[src/rtl/cdb_arbiter.sv]
// cdb_arbiter: round-robin grant of one finished FU result per cycle onto a registered CDB broadcast
module cdb_arbiter #(
  parameter int NUM_FU        = 5,
  parameter int DATA_WIDTH    = 32,
  parameter int ROB_IDX_WIDTH = 3,
  localparam int SRC_W        = $clog2(NUM_FU)
) (
  input  logic                            clk_in,
  input  logic                            rst_in,
  input  logic                            flush_in,
  input  logic                            rob_ready_in,
  input  logic [NUM_FU-1:0]               fu_valid_in,
  input  logic [NUM_FU*DATA_WIDTH-1:0]    fu_data_in,
  input  logic [NUM_FU*ROB_IDX_WIDTH-1:0] fu_rob_idx_in,
  output logic [NUM_FU-1:0]               fu_read_out,
  output logic                            cdb_valid_out,
  output logic [DATA_WIDTH-1:0]           cdb_data_out,
  output logic [ROB_IDX_WIDTH-1:0]        cdb_rob_idx_out,
  output logic [SRC_W-1:0]                cdb_src_out
);
  logic [SRC_W-1:0]         r_ptr;
  logic                     r_valid;
  logic [DATA_WIDTH-1:0]    r_data;
  logic [ROB_IDX_WIDTH-1:0] r_idx;
  logic [SRC_W-1:0]         r_src;
  logic                     w_en;
  logic                     w_any;
  logic                     w_grant;
  logic [SRC_W-1:0]         w_g;
  assign w_en    = !rst_in && rob_ready_in && !flush_in;
  assign w_grant = w_en && w_any;
  // Scan from the farthest offset down so the nearest valid FU after ptr wins.
  always_comb begin
    w_any = 1'b0;
    w_g   = '0;
    for (int i = NUM_FU - 1; i >= 0; i--) begin
      if (fu_valid_in[(int'(r_ptr) + i) % NUM_FU]) begin
        w_any = 1'b1;
        w_g   = SRC_W'((int'(r_ptr) + i) % NUM_FU);
      end
    end
  end
  always_comb begin
    fu_read_out = '0;
    if (w_grant) fu_read_out[w_g] = 1'b1;
  end
  always_ff @(posedge clk_in or posedge rst_in) begin
    if (rst_in) begin
      r_ptr   <= '0;
      r_valid <= 1'b0;
      r_data  <= '0;
      r_idx   <= '0;
      r_src   <= '0;
    end else begin
      r_valid <= w_grant;
      if (w_grant) begin
        r_data <= fu_data_in[int'(w_g)*DATA_WIDTH +: DATA_WIDTH];
        r_idx  <= fu_rob_idx_in[int'(w_g)*ROB_IDX_WIDTH +: ROB_IDX_WIDTH];
        r_src  <= w_g;
        r_ptr  <= (w_g == SRC_W'(NUM_FU - 1)) ? '0 : w_g + 1'b1;
      end
    end
  end
  assign cdb_valid_out   = r_valid;
  assign cdb_data_out    = r_data;
  assign cdb_rob_idx_out = r_idx;
  assign cdb_src_out     = r_src;
endmodule

[config.mk]
export PLATFORM = sky130hd
export DESIGN_NAME = cdb_arbiter
export DESIGN_NICKNAME = d
export VERILOG_FILES = /design/src/rtl/cdb_arbiter.sv
export SDC_FILE = /design/constraint.sdc
export NUM_CORES = 1
export LEC_CHECK = 0
export BUFFER_PORTS_ARGS = -buffer_cell sky130_fd_sc_hd__buf_2
export CORE_MARGIN = 2
export CORE_UTILIZATION = 49
export CTS_CLUSTER_SIZE = 28
export DETAILED_ROUTE_END_ITERATION = 7
export PLACE_DENSITY = 0.93
export SLEW_MARGIN = 5
export SYNTH_ARGS = -nofsm -noshare
export SYNTH_HDL_FRONTEND = slang
export SYNTH_SLANG_ARGS = --single-unit
[constraint.sdc]
create_clock -name clk_in -period 7.1 [get_ports clk_in]
set_input_delay 0 -clock clk_in [delete_from_list [all_inputs] [get_ports clk_in]]
set_output_delay 0 -clock clk_in [all_outputs]
set_load 0.01 [all_outputs]
==> reports/metrics.csv <==
metric;value;unit
nNetsFinal;926;
clk_latency;300;ps
fmax;170.8;MHz
postRouteWirelength;16610;um
start_util;50.69;%
synth.largest_area_cell;dfrtp_1;
syn_area;0.004977;mm2
vdd_drop_max;0.4854;mV
vias;5066;
wl_per_cell;19.50;um
netlist_top_cells_area;dfrtp_1 21%, mux2_1 8.6%, o221a_1 7.2%;
nFillCells;883;
ant_nets;0;
leakage;0.002861;uW
syn_nets;722;
clkSlewWorstSetupHoldPaths;90;ps
hpwl;13180;um
cts_setup_buffers;0;
fin_crit_sh;82.44;%
row_count;36;
async_flop_share;100.0;%
hold_class;input pin to flip-flop;
worstSetupEndpointType;output pin;
synth_edf_count;0;
power_frac_seq;10.9;%
globalRouteTotalUtil;29.64;%
rsz0062_at_grt;no;
synthDistinctLibCells;76;
hp-start;fu_rob_idx_in[9];
yosysMostFrequentCell;nand2b_1;
clock_path_buffers;2;
grt_pass1_wl;26400;um
chipWidth;104.8;um
io_pins;228;
cp-startpoint;r_ptr[1]$_DFFE_PP0P_;
gp_congestion;0.9499;
drc_errors;0;
p_comb_share;85.3;%
drv_cap;0;
cp_slowest_stage_delay;670;ps
drtPass1Iterations;5;
switchingPower;2013;uW
vias_per_cell;5.946;
clkPwrFrac;3.9;%
cp_slowest_cell;a31o_2;
cp.required;7100;ps
root_buffer;clkbuf_8;
crit_chain;inv_2 -> ha_1 -> inv_1 -> ha_1 -> inv_1 -> ha_1 -> nor3_4 -> o21a_1 -> nor2_1 -> inv_1 -> ha_1 -> inv_1 -> o21ai_0 -> o32ai_4 -> mux2i_1 -> a311o_1 -> nor4_2 -> a31o_2 -> buf_12 -> inv_2 -> and3_1 -> buf_2;
arrival;5850;ps
synth_common_cells;43 x nand2b_1, 42 x dfrtp_1, 38 x mux2_1;
grt_max_degree;50;
setup_ws;1247;ps
syn_inst;514;
tns;0;ps
h-tree-depth;2;
drive_gt1_share;42.98;%
worstSetupPathType;flip-flop to output pin;
synth.yosys.seq_area_share;21.12;%
syn_avg_cell_area;9.683;um2
antenna_found_initial;0;
cp_max_fo;43;
grt-ovfl-total;0;
numClockSinks;42;
powerDensity;656.3;mW/mm2
p_int;2046;uW
core_area;0.009819;mm2
diodes;0;
power.share.switching;49.59;%
grt_pass1_vias;5316;
finalClockSkew;9.396;ps
path_buf_inv;8;
cts_buffers;5;
cts_tree;yes;
dp_slack;1369;ps
ys_ff_latch;42;
die_area;0.01098;mm2
maxSlewViolCount;0;
syn_to_final_growth;24.26;%
r2r_start;r_ptr[1]$_DFFE_PP0P_;
status;finished clean;
die-height;104.8;um
cp_top_family;compound AO/OA/AOI/OAI gates;
synth_top_area_share;21.12;%
tightest_slew;900.2;ps
relSlewSlack;38.43;%
fin_crit;5853;ps
hold_violations;0;
crit_path_start_kind;flip-flop;
setup_viol;0;
drtIter0Drc;251;
yosys_warnings;0;
io_buffers;227;
ys.flop_type;dfrtp_1;
==> sequential cells by signal, indices dropped and copies added, names as in the netlist <==
signal / count
cdb_data_out: 32
cdb_rob_idx_out: 3
cdb_src_out: 3
r_ptr: 3
cdb_valid_out: 1
==> metal layers <==
metal,track usage (%),vias to the layer above,wire length [um]
li1,-,2372,-
met1,35.06,2464,6538
met2,53.76,190,8563
met3,6.051,40,1073
met4,8.762,0,437
met5,0,-,0
==> cell families (layout without fill, tap and decap cells) <==
logic type	count (synthesis)	count (layout)	share of synthesized area (%)
flip-flops	42	42	21.12
XOR/XNOR	7	7	1.383
buffers and inverters	62	267	7.114
multiplexers	89	89	20.86
AND/OR/NAND/NOR	125	125	13.65
adder cells (fa/ha/maj)	24	24	6.033
AO/OA/AOI/OAI	165	165	29.84
==> power by group through the flow <==
stage	clock network, uW	logic, uW	registers, uW
global route	169	3730	453
global placement	0	3290	436
detailed placement	0	3420	437
CTS	159	3440	438
floorplan	0	2920	469
finish	158	3460	441
==> metrics by stage <==
step / power [uW] / area, um2 / hold WS (ps) / util (%) / instances
floorplan: 3392 / 4977 / 243.2 / - / 514
global placement: 3723 / 6088 / 255.0 / 62.00 / 843
detailed placement: 3861 / 6088 / 274.9 / 62.00 / 843
CTS: 4033 / 6185 / 74.03 / 62.98 / 852
global route: 4350 / 6185 / 84.29 / 62.98 / 852
finish: 4059 / 6185 / 80.35 / 62.98 / 852
==> cell usage in the layout, fill, tap and decap left out, drive strengths merged, types with 2 or more instances in the layout <==
master and n:
o211ai 6, a311o 2, o221a 35, inv 24, nand2 31, a211o 3
ha 24, o21bai 2, o31ai 2, o22ai 4, a21o 4, and3b 2
or4 4, nor2 24, buf 234, o31a 37, a2111o 2, xor2 2
dfrtp 42, nor2b 3, o21a 5, nand2b 43, a21oi 15, o221ai 2
a32oi 2, xnor2 5, o21ai 18, nand3 6, a211oi 7, a2bb2oi 2
and2 3, a31o 2, clkinv 2, mux2i 13, mux2 74, o22a 5
mux4 2, nor3 3, clkbuf 6
==> worst reg2reg max path: stages (launching register included) <==
cell and delay (ps):
dfrtp_1 590, inv_2 290, ha_1 250, inv_1 60, ha_1 400, inv_1 120
ha_1 250, nor3_4 270, nor3_1 110, nor2_1 180, inv_1 110, ha_1 230
inv_1 60, o21ai_0 150, o32a_1 380, a211o_1 250, and2_1 170, a21oi_1 150
o221ai_1 220, a21oi_4 200, buf_4 530, mux2_1 460, o221a_1 230
==> repair_timing <==
| item | 4_1_cts | 5_1_grt |
|---|---|---|
| setup endpoints to repair | 0 | 0 |
| endpoints found under the hold margin | 42 | 0 |
| gates resized for setup | 0 | 0 |
| hold buffers | 1 | 0 |
==> area by class of cell <==
type | instances | area [um2] | share of cell area (%)
multi-input cells | 410 | 3580 | 57.88
repair buffers | 235 | 1211 | 19.58
flip-flops and latches | 42 | 1051 | 16.99
well taps | 133 | 166.4 | 2.691
inverters | 24 | 90.09 | 1.457
clock buffers | 6 | 72.57 | 1.173
clock inverters | 2 | 13.76 | 0.2225
==> path summary, 6_finish.rpt <==
| check | slack, ps | depth (start not counted) | endpoint |
|---|---|---|---|
| min in group asynchronous | 460 | 3 | cdb_data_out[20]$_DFFE_PP0P_ |
| hold / removal | 80 | 3 | cdb_rob_idx_out[0]$_DFFE_PP0P_ |
| hold reg to reg | 500 | 2 | cdb_src_out[0]$_DFFE_PP0P_ |
| setup / recovery | 1250 | 22 | fu_read_out[1] |
| max in group asynchronous | 6070 | 3 | cdb_data_out[3]$_DFFE_PP0P_ |
| setup reg to reg | 1310 | 22 | cdb_data_out[1]$_DFFE_PP0P_ |
(Power assumes the default switching activity.)
